### src/rtl/y86_pipe_ctl.sv
// rtl/y86_pipe_ctl.sv - Y86-64 five-stage pipeline control: stall/bubble, CC gating, status FSM
// Optional performance counters are built when PIPE_PERF_CNT_EN is defined;
// otherwise cyc_cnt/ret_cnt/mis_cnt/stl_cnt are tied to zero.
module y86_pipe_ctl #(
  parameter int unsigned CNT_W      = 32,
  parameter int unsigned WDOG_LIMIT = 0
) (
  input  logic             clk,
  input  logic             rst_n,
  input  logic [3:0]       d_icode,
  input  logic [3:0]       d_srcA,
  input  logic [3:0]       d_srcB,
  input  logic [3:0]       e_icode,
  input  logic [3:0]       e_dstM,
  input  logic             e_cnd,
  input  logic [3:0]       m_icode,
  input  logic [2:0]       m_stat,
  input  logic [2:0]       w_stat,
  input  logic             w_valid,
  output logic             f_stall,
  output logic             d_stall,
  output logic             d_bubble,
  output logic             e_bubble,
  output logic             m_bubble,
  output logic             w_stall,
  output logic             set_cc,
  output logic [2:0]       cpu_stat,
  output logic             halted,
  output logic [CNT_W-1:0] cyc_cnt,
  output logic [CNT_W-1:0] ret_cnt,
  output logic [CNT_W-1:0] mis_cnt,
  output logic [CNT_W-1:0] stl_cnt
);

  localparam logic [3:0] I_MRMOVQ = 4'h5;
  localparam logic [3:0] I_OPQ    = 4'h6;
  localparam logic [3:0] I_JXX    = 4'h7;
  localparam logic [3:0] I_RET    = 4'h9;
  localparam logic [3:0] I_POPQ   = 4'hB;
  localparam logic [3:0] R_NONE   = 4'hF;
  localparam logic [2:0] S_AOK    = 3'd1;
  localparam logic [2:0] S_TMO    = 3'd5;

  typedef enum logic {ST_RUN, ST_HALTED} state_t;

  state_t      state_q, state_d;
  logic [2:0]  cpu_stat_q, cpu_stat_d;
  logic        halted_q, halted_d;
  logic [31:0] idle_q, idle_d;

  logic load_use, ret_hz, mispred, m_exc, w_exc, retire, run, wdog_hit;

  // Hazard detection from the instructions currently in D/E/M/W
  always_comb begin
    load_use = (e_icode == I_MRMOVQ || e_icode == I_POPQ) && (e_dstM != R_NONE) &&
               (e_dstM == d_srcA || e_dstM == d_srcB);
    ret_hz   = (d_icode == I_RET) || (e_icode == I_RET) || (m_icode == I_RET);
    mispred  = (e_icode == I_JXX) && !e_cnd;
    m_exc    = (m_stat != S_AOK);
    w_exc    = w_valid && (w_stat != S_AOK);
    retire   = w_valid && (w_stat == S_AOK);
    run      = (state_q == ST_RUN);
  end

  // Per-stage stall/bubble and CC enable; HALTED freezes the whole pipe
  always_comb begin
    f_stall  = 1'b1;
    d_stall  = 1'b1;
    d_bubble = 1'b0;
    e_bubble = 1'b1;
    m_bubble = 1'b1;
    w_stall  = 1'b1;
    set_cc   = 1'b0;
    if (run) begin
      f_stall  = load_use || ret_hz;
      d_stall  = load_use;
      d_bubble = mispred || (ret_hz && !load_use);
      e_bubble = mispred || load_use;
      m_bubble = m_exc || w_exc;
      w_stall  = w_exc;
      set_cc   = (e_icode == I_OPQ) && !(m_exc || w_exc);
    end
  end

  // Watchdog idle counter and status FSM next-state; a retiring exception beats a timeout
  always_comb begin
    state_d    = state_q;
    cpu_stat_d = cpu_stat_q;
    halted_d   = halted_q;
    idle_d     = idle_q;
    wdog_hit   = 1'b0;
    if (run) begin
      if (retire) begin
        idle_d = 32'd0;
      end else if (idle_q != 32'hFFFF_FFFF) begin
        idle_d = idle_q + 32'd1;
      end
      wdog_hit = (WDOG_LIMIT != 0) && !retire && (idle_q + 32'd1 >= WDOG_LIMIT);
      if (w_exc) begin
        state_d    = ST_HALTED;
        cpu_stat_d = w_stat;
        halted_d   = 1'b1;
      end else if (wdog_hit) begin
        state_d    = ST_HALTED;
        cpu_stat_d = S_TMO;
        halted_d   = 1'b1;
      end
    end
  end

  // Status FSM state and its registered outputs
  always_ff @(posedge clk) begin
    if (!rst_n) begin
      state_q    <= ST_RUN;
      cpu_stat_q <= S_AOK;
      halted_q   <= 1'b0;
      idle_q     <= 32'd0;
    end else begin
      state_q    <= state_d;
      cpu_stat_q <= cpu_stat_d;
      halted_q   <= halted_d;
      idle_q     <= idle_d;
    end
  end

  assign cpu_stat = cpu_stat_q;
  assign halted   = halted_q;

`ifdef PIPE_PERF_CNT_EN
  localparam logic [CNT_W-1:0] CNT_ONE = {{(CNT_W-1){1'b0}}, 1'b1};

  logic [CNT_W-1:0] cyc_q, cyc_d, ret_q, ret_d, mis_q, mis_d, stl_q, stl_d;

  function automatic logic [CNT_W-1:0] sat_inc(input logic [CNT_W-1:0] v, input logic en);
    return (en && (v != {CNT_W{1'b1}})) ? v + CNT_ONE : v;
  endfunction

  // Saturating event counters, advancing only while running
  always_comb begin
    cyc_d = sat_inc(cyc_q, run);
    ret_d = sat_inc(ret_q, run && retire);
    mis_d = sat_inc(mis_q, run && mispred);
    stl_d = sat_inc(stl_q, run && load_use);
  end

  // Counter registers
  always_ff @(posedge clk) begin
    if (!rst_n) begin
      cyc_q <= '0;
      ret_q <= '0;
      mis_q <= '0;
      stl_q <= '0;
    end else begin
      cyc_q <= cyc_d;
      ret_q <= ret_d;
      mis_q <= mis_d;
      stl_q <= stl_d;
    end
  end

  assign cyc_cnt = cyc_q;
  assign ret_cnt = ret_q;
  assign mis_cnt = mis_q;
  assign stl_cnt = stl_q;
`else
  assign cyc_cnt = '0;
  assign ret_cnt = '0;
  assign mis_cnt = '0;
  assign stl_cnt = '0;
`endif

endmodule
### config.mk
export PLATFORM = sky130hd
export DESIGN_NAME = y86_pipe_ctl
export DESIGN_NICKNAME = d
export VERILOG_FILES = /design/src/rtl/y86_pipe_ctl.sv
export SDC_FILE = /design/constraint.sdc
export NUM_CORES = 1
export LEC_CHECK = 0
export CORE_MARGIN = 1.5
export CORE_UTILIZATION = 26
export CTS_CLUSTER_SIZE = 12
export DETAILED_ROUTE_END_ITERATION = 12
export PLACE_DENSITY = 0.81
export SETUP_SLACK_MARGIN = 0.3
export SYNTH_ARGS = -nofsm -noshare
export SYNTH_HDL_FRONTEND = slang
export SYNTH_SLANG_ARGS = --single-unit
export TNS_END_PERCENT = 50
### constraint.sdc
create_clock -name clk -period 1.5 [get_ports clk]
set_input_delay 0.3 -clock clk [delete_from_list [all_inputs] [get_ports clk]]
set_output_delay 0.3 -clock clk [all_outputs]
set_load 0.005 [all_outputs]
## Yosys cells after proc, flatten, opt, wreduce, memory -nomap -nowiden

Index checks and enable logic that the tools add are counted.

- Bits in registers: 5
- Output and inout bits: 139
- Bits in latches: 0
- Input port bits: 34
- Bits in writable memories: 0
- Memory bits (read-only): 0
- Memories: 0
- Word-level logic and storage cells: 43

- Reductions and logical operators: 18
- $add $sub $neg: 0
- Multiply operators: 0
- Equality and inequality tests: 12
- Muxes and demuxes: 9
- $lt $le $gt $ge: 0
- Div/mod/pow operators: 0
- Bitwise operators: 1
- Shift-type cells: 0

Operators with widths:

| kind | number |
|---|---|
| $eq A4 B4 Y1 const B | 4 |
| $eq A4 B3 Y1 const B | 3 |
| $mux W1 | 9 |
| $eq A4 B4 Y1 | 2 |
| $logic_or A1 B1 Y1 | 8 |
| $logic_and A1 B1 Y1 | 6 |
| $ne A3 B1 Y1 const B | 2 |
| $ne A4 B4 Y1 const B | 1 |
| $logic_not A1 Y1 | 3 |
| $reduce_and A2 Y1 | 1 |
| $not A1 Y1 | 1 |

## Logic depth before layout (Yosys ltp)

Gate-level depths: netlist of run 1.

- Depth in word-level cells: 8
- Gate-level depth with buffers: 5
- Gate-level depth less buffers: 4

## Worst setup path before layout of run 1

No wires, ideal clock.

- Path type: input to output
- From: input w_stat[2]
- To: output set_cc
- Stages on the path: 4
- Path buffers: 0
- Arrival: 1.204 ns
- Required time: 1.200 ns
- Setup slack: -0.004 ns
- Path through: or3b_1 -> a21oi_2 -> nand3_1 -> nor3_1

- Word-level cells in the longest chain between the ends: 6

RTL lines:

| element | line | source |
|---|---|---|
| start, declared | 18 | `input logic [2:0] w_stat,` |
| $ne A3 B1 Y1 | 60 | `w_exc = w_valid && (w_stat != S_AOK);` |
| $logic_and A1 B1 Y1 | 60 |  |
| $logic_or A1 B1 Y1 | 81 | `set_cc = (e_icode == I_OPQ) && !(m_exc \|\| w_exc);` |
| $logic_not A1 Y1 | 81 |  |
| $logic_and A1 B1 Y1 | 81 |  |
| $mux W1 | 74 | `if (run) begin` |
| end, declared | 26 | `output logic set_cc,` |

Every way passes these cells.

## Worst setup path after layout of run 1

- From: input d_srcB[3]
- To: output d_bubble

- Word-level cells in the longest chain between the ends: 7

RTL lines:

| element | line | source |
|---|---|---|
| start, declared | 12 | `input logic [3:0] d_srcB,` |
| $eq A4 B4 Y1 | 56 | `(e_dstM == d_srcA \|\| e_dstM == d_srcB);` |
| $logic_or A1 B1 Y1 | 56 |  |
| $logic_and A1 B1 Y1 | 55 | `load_use = (e_icode == I_MRMOVQ \|\| e_icode == I_POPQ) && (e_dstM != R_NONE) &&` |
| $logic_not A1 Y1 | 77 | `d_bubble = mispred \|\| (ret_hz && !load_use);` |
| $logic_and A1 B1 Y1 | 77 |  |
| $logic_or A1 B1 Y1 | 77 |  |
| $mux W1 | 74 |  |
| end, declared | 22 | `output logic d_bubble,` |

Every way passes these cells.

==> run metrics, run 1 <==
status=finished with violations; starting utilization of the core area=0.270; max incr delay on CP=320 ps; maximum level of the CTS H-tree=1; top-area cell type share of the netlist area=0.696; overall die width=75.9 um; count of nets left with antenna violations after detail routing=0; site row count=26; end of the worst register-to-register path=cpu_stat[1]$_SDFFE_PN0P_; area of placed instances=1490 um2; Yosys reg bits=5; number of DRC violations after detailed routing=0; endpoint arrival time on the critical path=1430 ps; syn avg cell area=7.84 um2; input/output buffers=44; maximum fanout along the worst path=4; maximum VDD drop=0.370 mV; Achievable Freq=0.576 GHz; area growth from synthesis to layout=16.3%; CP Launch Type=input port; number of design-rule violations left by the first detailed-router iteration=5; HPWL reported at the end of detailed placement=about 2000 um; Worst EP required=roughly 1200 ps; setup slack on the worst flop-to-flop path=330 ps; number of fill cells=546; vias in the first global route=about 700; Vert. Die Dim=75.9 um; number of cells on the worst hold path=3; IO Pins=roughly 170; maximum number of pins on one net before global-route repair=6; number of different library cells in the post-synthesis netlist=26; number of endpoints failing setup at the final stage=7; Root Buffer=clkbuf_8; Final Slew Violations=0; clock buffer count from CTS=3; global-route wire length before repair=2990 um; CTS clk-pin slew, worst paths=40 ps; Clock Sink Count=5; Syn. warnings=0; violated checks=setup timing; final worst clock skew=0.925 ps; standby leakage power=0.911 nW; Hold WS=323 ps; Via-to-Cell Ratio=about 3; sequential fraction of the synthesis area=0.0725; post-layout instance area=1610 um2; buffers from clock root to sink, at most=2; share of cells above drive strength 1=0.235; dominant cell type by area after synthesis=buf_4; area of the placeable core=5110 um2; routed vias=around 910; area of the mapped netlist=1380 um2; RSZ-0062 raised after global routing=yes; Final WS setup=-235 ps; Crit Path Class=input port to primary output; post-layout total power=0.719 mW; global-route congestion overflow total=0; synthesized instance count=176; clock latency at the later pin of the worst-skew pair=220 ps; Routed wire per std cell=7.70 um; Reg-to-Reg Start=state_q$_SDFF_PN0_; post-route fraction of the period consumed by the critical path=1.16; DR pass1 iterations=4; worst setup path start=d_srcB[3]; ordered cell list for the critical path=clkdlybuf4s15_1, xor2_1, nor4_2, o2111ai_4, and2_1, buf_2; type of destination of the critical path=primary output; post-layout min period=1730 ps; path class of the lowest-slack min-delay path=input port to flop; Setup WS pre-CTS=-1130 ps; power density of the placed cells=448 nW/um2; overall global routing resource usage=0.0705; gp weighted congestion=0.782; diode count=0; worst setup path endpoint=d_bubble; depth of the most critical reg-to-reg path=4; Hold Crit Start=w_stat[0]; Sum Neg Setup Slack=-1090 ps; max cap viols=0; number of nets in the layout=269; CTS tree=yes; cell with the biggest individual delay on the critical path=nor4_2; commonest non-fill, non-tap cell in the layout=conb_1; cell types with the largest area share after synthesis=buf_4 70%, dfxtp_1 7.3%, xor2_1 5.1%, mux2i_1 2.2%, nor4bb_1 2.2%; commonest cells after routing, fill and taps aside=128 x conb_1, 15 x dlygate4sd2_1, 12 x buf_6; final hold violation count=0; initial antenna violation count=0; full die area=~5800 um2; total length of routed wires=2340 um
cells by family after synthesis:
kind of cell	share of synthesized area
buffers and inverters	0.707
and+or+nand+nor	0.120
xor gates and xnor gates	0.0508
AOI/OAI and AO/OA	0.0254
DFF	0.0725
muxes	0.0218
other	0.00272
layer usage:
layer	up-vias	part of all wire	GRT usage
met3	6	0.15	0.0278
met4	0	0.015	0.0437
met5	-	0	0
li1	416	-	-
met1	396	0.28	0.0708
met2	96	0.56	0.122
what timing repair did:
action,CTS,global route
gates resized for setup,125,13
endpoints found under the setup margin,16,11
hold buffers,0,0
pin swaps,23,8
buffers inserted,3,1
worst min-delay path by stage:
| stage | to |
|---|---|
| floorplan | cpu_stat[0]$_SDFFE_PN1P_ |
| global placement | halted$_SDFFE_PN0P_ |
| detailed placement | halted$_SDFFE_PN0P_ |
| CTS | cpu_stat[0]$_SDFFE_PN1P_ |
| global route | cpu_stat[0]$_SDFFE_PN1P_ |
| finish | cpu_stat[0]$_SDFFE_PN1P_ |
through the flow:
stage | instances | utilization
final | 304 | 0.314
after global routing | 304 | 0.314
after CTS | 303 | 0.308
after detailed placement | 296 | 0.291
after global placement | 296 | 0.291
after floorplan | 303 | -
worst max-delay path, delay by kind of cell:
| family | cells | cell delay, ps |
|---|---|---|
| compound gates | 1 | 190 |
| buf+inv | 2 | 290 |
| xor+xnor | 1 | 160 |
| simple gates | 2 | 490 |
synthesized netlist by cell type, drive strengths merged:
| master | count |
|---|---|
| nor4 | 2 |
| nor2b | 3 |
| nor2 | 1 |
| nand2b | 2 |
| nand3b | 4 |
| and2 | 1 |
| nand3 | 1 |
| o2111ai | 1 |
| nor3 | 2 |
| and3b | 1 |
| inv | 1 |
| nand4 | 1 |
| or3b | 2 |
| a21oi | 2 |
| o21a | 1 |
| nor4bb | 3 |
| conb | 1 |
| buf | 129 |
| nand2 | 1 |
| xor2 | 8 |
| mux2i | 3 |
| o21ai | 1 |
| dfxtp | 5 |
power by group:
part	total [mW]	leakage, nW	internal [mW]	switching (mW)
logic	0.317	0.846	0.149	0.168
registers	0.150	0.0416	0.144	0.00585
clock network	0.252	0.0228	0.183	0.0692
total	0.719	0.911	0.476	0.243
cell type report:
type	count	area, um2	share of cell area
inverter	1	3.75	0.00234
clock buffer	4	45.0	0.0281
multi-input combinational	168	896	0.558
timing repair buffer	56	472	0.294
sequential	5	101	0.0631
tap	70	87.6	0.0546
registers in the layout, indices dropped and copies added (netlist names):
| signal | cells |
|---|---|
| cpu_stat | 3 |
| halted | 1 |
| state_q | 1 |
Note: power is estimated with default switching activity, not from simulation.
==> inputs of run 2 (changes only) <==
--- a/config.mk
+++ b/config.mk
@@ -9,7 +9,7 @@
 export CORE_UTILIZATION = 26
 export CTS_CLUSTER_SIZE = 12
 export DETAILED_ROUTE_END_ITERATION = 12
-export PLACE_DENSITY = 0.81
+export PLACE_DENSITY = 0.86
 export SETUP_SLACK_MARGIN = 0.3
 export SYNTH_ARGS = -nofsm -noshare
 export SYNTH_HDL_FRONTEND = slang
==> run 2 against run 1 <==
The run still ends with setup timing left. Count of clock-buffer cells in the layout stayed put. Die area stayed put. Utilization is 0.098 points higher. Power is 1.3% higher. Combinational power hardly changed. Routed wire length is 3.9% higher. Critical path depth is 4 higher. Sequential power hardly changed. Maximum frequency is 4.2% lower. Largest power group unchanged. Highest routed layer unchanged.
==> run metrics, run 2 (synthesis results as in run 1) <==
status=finished with violations; violated checks=setup timing; commonest non-fill, non-tap cell in the layout=conb_1; Vert. Die Dim=75.9 um (unchanged); standby leakage power=0.918 nW (+0.77%); Final Slew Violations=0 (unchanged); overall die width=75.9 um (unchanged); commonest cells after routing, fill and taps aside=128 x conb_1, 15 x buf_2, 14 x dlygate4sd2_1; starting utilization of the core area=0.270 (unchanged); net switching power figure=0.253 mW (+4.2%); diode count=0 (unchanged); Clock Sink Count=5 (unchanged); maximum level of the CTS H-tree=1 (unchanged); vias in the first global route=718 (+5.0%); max incr delay on CP=170 ps (-150 ps); IO Pins=173 (unchanged); post-route fraction of the period consumed by the critical path=1.21 (+0.0509); Worst EP required=1200 ps (about the same); full die area=5750 um2 (unchanged); endpoint arrival time on the critical path=1510 ps (+80 ps); number of nets in the layout=274 (+1.9%); input/output buffers=44 (unchanged); post-layout total power=0.728 mW (+1.3%); type of destination of the critical path=primary output; ordered cell list for the critical path=buf_6, nand3b_1, buf_4, buf_6, buf_6, buf_6, buf_6, buf_6, nor3_2, buf_2; gp weighted congestion=0.696 (-11%); overall global routing resource usage=0.0741 (+0.00358); final hold violation count=0 (unchanged); final worst clock skew=2.97 ps (+2.04 ps); cell occurring most often along the worst timing path=buf_6; HPWL reported at the end of detailed placement=1990 um (-1.8%); count of nets left with antenna violations after detail routing=0 (unchanged); power density of the placed cells=452 nW/um2 (+0.96%); number of DRC violations after detailed routing=0 (unchanged); max cap viols=0 (unchanged); Crit Path Class=input port to primary output; share of the core filled with cells=0.315 (+0.000980); logic gate share of total power=0.433 (-0.008); global-route wire length before repair=3190 um (+6.7%); Root Buffer=clkbuf_8; maximum fanout along the worst path=3 (-1); clock latency at the later pin of the worst-skew pair=230 ps (about the same); total length of routed wires=2430 um (+3.9%); global-route congestion overflow total=0 (unchanged); maximum VDD drop=0.451 mV (+22%); area growth from synthesis to layout=16.7%; Via-to-Cell Ratio=3.02 (+0.43%); Final WS setup=-311 ps (-76.4 ps); Routed wire per std cell=7.87 um (+2.2%); buffers from clock root to sink, at most=2 (unchanged); share of power burned in the clock network=0.361 (+0.010); RSZ-0062 raised after global routing=yes; internal power summed over all cells=0.475 mW (-0.20%); path class of the lowest-slack min-delay path=input port to flop; CTS clk-pin slew, worst paths=40 ps (about the same); share of cells above drive strength 1=0.251 (+0.0160); clock buffer count from CTS=3 (unchanged); site row count=26 (unchanged); initial antenna violation count=0 (unchanged); maximum number of pins on one net before global-route repair=6 (unchanged); number of design-rule violations left by the first detailed-router iteration=8 (+3); CP Launch Type=input port; setup slack on the worst flop-to-flop path=330 ps (about the same); Achievable Freq=0.552 GHz (-4.2%); post-cts hold buffer count=0 (unchanged); cell with the biggest individual delay on the critical path=nand3b_1; DR pass1 iterations=2 (-2); routed vias=933 (+2.1%); Switching Share=0.348 (+0.00966); sequential group share of total power=0.206 (-0.002); number of endpoints failing setup at the final stage=7 (unchanged); CTS tree=yes; post-layout min period=1810 ps (+76.4 ps); area of the placeable core=5110 um2 (unchanged); max FFs per register=3 (unchanged)
-- run 2: final cells by class --
class                      instances  area [um2]
clock buffer                       4        45.0
multi-input combinational        168         877
fill                             538        3500
timing repair buffer              61         497
inverter                           1        3.75
tap                               70        87.6
sequential                         5         100
-- run 2: worst paths after layout --
kind                       start                       end  cells after the start
max                   e_icode[3]                    set_cc                     10
min                    w_stat[0]  cpu_stat[0]$_SDFFE_PN1P_                      3
max reg2reg   state_q$_SDFF_PN0_  cpu_stat[0]$_SDFFE_PN1P_                      4
min reg2reg  halted$_SDFFE_PN0P_       halted$_SDFFE_PN0P_                      1
-- run 2: stage by stage --
step	hold WS [ps]	instances	setup TNS [ps]	worst slack, ps	area [um2]
2_1_floorplan	362	303	0	49.7	1870
3_3_place_gp	456	294	-6690	-974	1470
3_5_place_dp	485	294	-7550	-1040	1470
4_1_cts	319	309	-1080	-289	1610
5_1_grt	344	309	-1610	-363	1610
6_report	323	309	-1160	-311	1610
-- run 2: power groups by stage --
stage / clock (mW) / sequential (mW) / combinational [mW]
3_5_place_dp: 0 / 0.151 / 0.294
6_report: 0.263 / 0.150 / 0.315
5_1_grt: 0.271 / 0.151 / 0.366
3_3_place_gp: 0 / 0.151 / 0.287
4_1_cts: 0.265 / 0.150 / 0.305
2_1_floorplan: 0 / 0.151 / 0.375
-- run 2: what timing repair did --
item,CTS,global route
setup endpoints to repair,16,10
cloned,0,0
setup buffers,11,0
resized for setup,133,7
pin swaps,21,7
-- run 2: metal layers --
layer	share of wire	routed length [um]	GRT usage
met5	0	0	0
met4	0.011	27	0.0238
met3	0.12	288	0.0146
met2	0.57	1400	0.154
met1	0.30	718	0.0709
-- run 2: critical path: cells and delay by family --
family / cells / cell delay [ps]
and+or+nand+nor: 2 / 310
buffers and inverters: 8 / 900
==> inputs of run 3 (changes only) <==
--- a/config.mk
+++ b/config.mk
@@ -5,12 +5,14 @@
 export SDC_FILE = /design/constraint.sdc
 export NUM_CORES = 1
 export LEC_CHECK = 0
+export CORE_ASPECT_RATIO = 1.4
 export CORE_MARGIN = 1.5
-export CORE_UTILIZATION = 26
+export CORE_UTILIZATION = 24
 export CTS_CLUSTER_SIZE = 12
 export DETAILED_ROUTE_END_ITERATION = 12
-export PLACE_DENSITY = 0.86
+export PLACE_DENSITY = 0.84
 export SETUP_SLACK_MARGIN = 0.3
+export SKIP_LAST_GASP = 1
 export SYNTH_ARGS = -nofsm -noshare
 export SYNTH_HDL_FRONTEND = slang
 export SYNTH_SLANG_ARGS = --single-unit
==> constraint.sdc (replaced) <==
create_clock -name clk -period 1.59 [get_ports clk]
set_input_delay 0.318 -clock clk [delete_from_list [all_inputs] [get_ports clk]]
set_output_delay 0.318 -clock clk [all_outputs]
set_load 0.005 [all_outputs]
==> run 3 against run 2 <==
The run still ends with setup timing left. Power decreased by 4.5%. Sequential share of layout area decreased by 0.11 points. Sequential power decreased by 5%. Via count increased by 3.2%.
==> run metrics, run 3 (synthesis results as in run 1) <==
status=finished with violations; violated checks=setup timing; diode count=0 (unchanged); Setup WS pre-CTS=-916 ps (+121 ps); Final Slew Violations=0 (unchanged); CTS tree=yes; maximum number of pins on one net before global-route repair=6 (unchanged); number of DRC violations after detailed routing=0 (unchanged); commonest non-fill, non-tap cell in the layout=conb_1; Root Buffer=clkbuf_8; Via-to-Cell Ratio=3.15 (+4.2%); area of placed instances=1480 um2 (+0.85%); endpoint arrival time on the critical path=1500 ps (about the same); IO Pins=173 (unchanged); post-layout min period=1820 ps; share of the core filled with cells=0.297 (-0.0184); clock latency at the later pin of the worst-skew pair=220 ps (about the same); path class of the lowest-slack min-delay path=input port to flop; overall die width=67.1 um (-12%); Crit Path Class=input port to primary output; ordered cell list for the critical path=buf_6, xor2_2, nor4_2, o2111ai_2, buf_4, and2_4, buf_6; number of design-rule violations left by the first detailed-router iteration=5 (-3); depth of the most critical reg-to-reg path=4 (unchanged); maximum VDD drop=0.361 mV (-20%); buffers from clock root to sink, at most=2 (unchanged); post-layout instance area=1640 um2 (+1.9%); CTS clk-pin slew, worst paths=40 ps (about the same); final hold violation count=0 (unchanged); setup slack on the worst flop-to-flop path=390 ps (+60 ps); post-route fraction of the period consumed by the critical path=1.14; commonest cells after routing, fill and taps aside=128 x conb_1, 14 x buf_2, 13 x buf_6, 13 x buf_4, 9 x clkdlybuf4s50_1; area of the placeable core=5530 um2 (+8.2%); starting utilization of the core area=0.250 (-0.0204); clock buffer count from CTS=3 (unchanged); number of endpoints failing setup at the final stage=7 (unchanged); area growth from synthesis to layout=18.9%; cell with the biggest individual delay on the critical path=nor4_2; Clock Sink Count=5 (unchanged); end of the worst register-to-register path=cpu_stat[1]$_SDFFE_PN0P_; standby leakage power=0.932 nW (+1.6%); HPWL reported at the end of detailed placement=2360 um (+19%); power density of the placed cells=424 nW/um2 (-6.2%); CP Launch Type=input port; Final WS setup=-228 ps (+83.6 ps); initial antenna violation count=0 (unchanged); Achievable Freq=around 0.55 GHz; DR pass1 iterations=4 (+2); vias in the first global route=773 (+7.7%); routed vias=963 (+3.2%); Reg-to-Reg Start=state_q$_SDFF_PN0_; count of nets left with antenna violations after detail routing=0 (unchanged); global-route congestion overflow total=0 (unchanged); gp weighted congestion=0.748 (+7.5%); max cap viols=0 (unchanged); max incr delay on CP=310 ps (+140 ps); Vert. Die Dim=92.7 um (+22%); global-route wire length before repair=3670 um (+15%); overall global routing resource usage=0.0816 (+0.00759); Hold WS=339 ps (+16.6 ps); Routed wire per std cell=9.14 um (+16%); cell occurring most often along the worst timing path=buf_6; full die area=6220 um2 (+8.1%); number of cells on the worst hold path=3 (unchanged); final worst clock skew=1.05 ps (-1.92 ps); share of cells above drive strength 1=0.261 (+0.00946); maximum fanout along the worst path=2 (-1); total length of routed wires=2800 um (+15%); input/output buffers=44 (unchanged); post-layout total power=0.696 mW (-4.5%); type of destination of the critical path=primary output; number of nets in the layout=273 (-0.36%); maximum level of the CTS H-tree=1 (unchanged); Worst EP required=1270 ps (+70 ps); Hold Crit Start=w_stat[0]; destination of the worst hold path=cpu_stat[0]$_SDFFE_PN1P_; max FFs per register=3 (unchanged); site row count=32 (+23%); RSZ-0062 raised after global routing=yes
-- run 3: area by class of cell --
| type | count | area [um2] |
|---|---|---|
| Tap cell | 68 | 85.1 |
| Clock buffer | 4 | 45.0 |
| Multi-Input combinational cell | 168 | 902 |
| Inverter | 1 | 3.75 |
| Timing Repair Buffer | 60 | 504 |
| Fill cell | 609 | 3880 |
| Sequential cell | 5 | 100 |
-- run 3: metrics by stage --
stage	TNS (ps)	cells
5_1_grt	-1330	306
4_1_cts	-932	304
3_3_place_gp	-6180	294
2_1_floorplan	0	303
3_5_place_dp	-6670	294
6_report	-949	306
-- run 3: power by group --
group / switching [mW] / leakage (nW) / internal [mW]
logic: 0.164 / 0.868 / 0.155
registers: 0.00634 / 0.0414 / 0.135
clock network: 0.0627 / 0.0228 / 0.172
total: 0.233 / 0.932 / 0.463
-- run 3: per-layer routing --
layer,wire length (um),global-route usage,share of wire,up-vias
met1,803,0.0740,0.29,421
met3,406,0.0219,0.15,2
li1,-,-,-,423
met4,46,0.0510,0.016,0
met2,1540,0.153,0.55,117
met5,0,0,0,-
-- run 3: worst max-delay path by stage --
stage                           from  endpoint  slack, ps  cells past startpoint
final                      d_srcB[0]  d_bubble       -230                      7
after global routing       e_dstM[2]  d_bubble       -280                      7
after CTS                  d_srcA[1]  d_bubble       -220                      7
after detailed placement  e_icode[3]  d_bubble       -920                      6
after global placement     w_stat[0]    set_cc       -860                      6
after floorplan            w_stat[2]    set_cc        100                      4
-- run 3: what timing repair did --
item                                    in CTS  in global routing
endpoints found under the setup margin      16                 11
buffers inserted                             6                  2
gates resized for setup                    128                 16
hold buffers                                 0                  0
pin swaps                                   21                  9
endpoints found under the hold margin        0                  0
-- run 3: critical path: cells and delay by family --
| kind | cells | cell delay (ps) |
|---|---|---|
| AND/OR/NAND/NOR | 2 | 460 |
| buffers and inverters | 3 | 380 |
| AO/OA/AOI/OAI | 1 | 190 |
| XOR/XNOR | 1 | 160 |
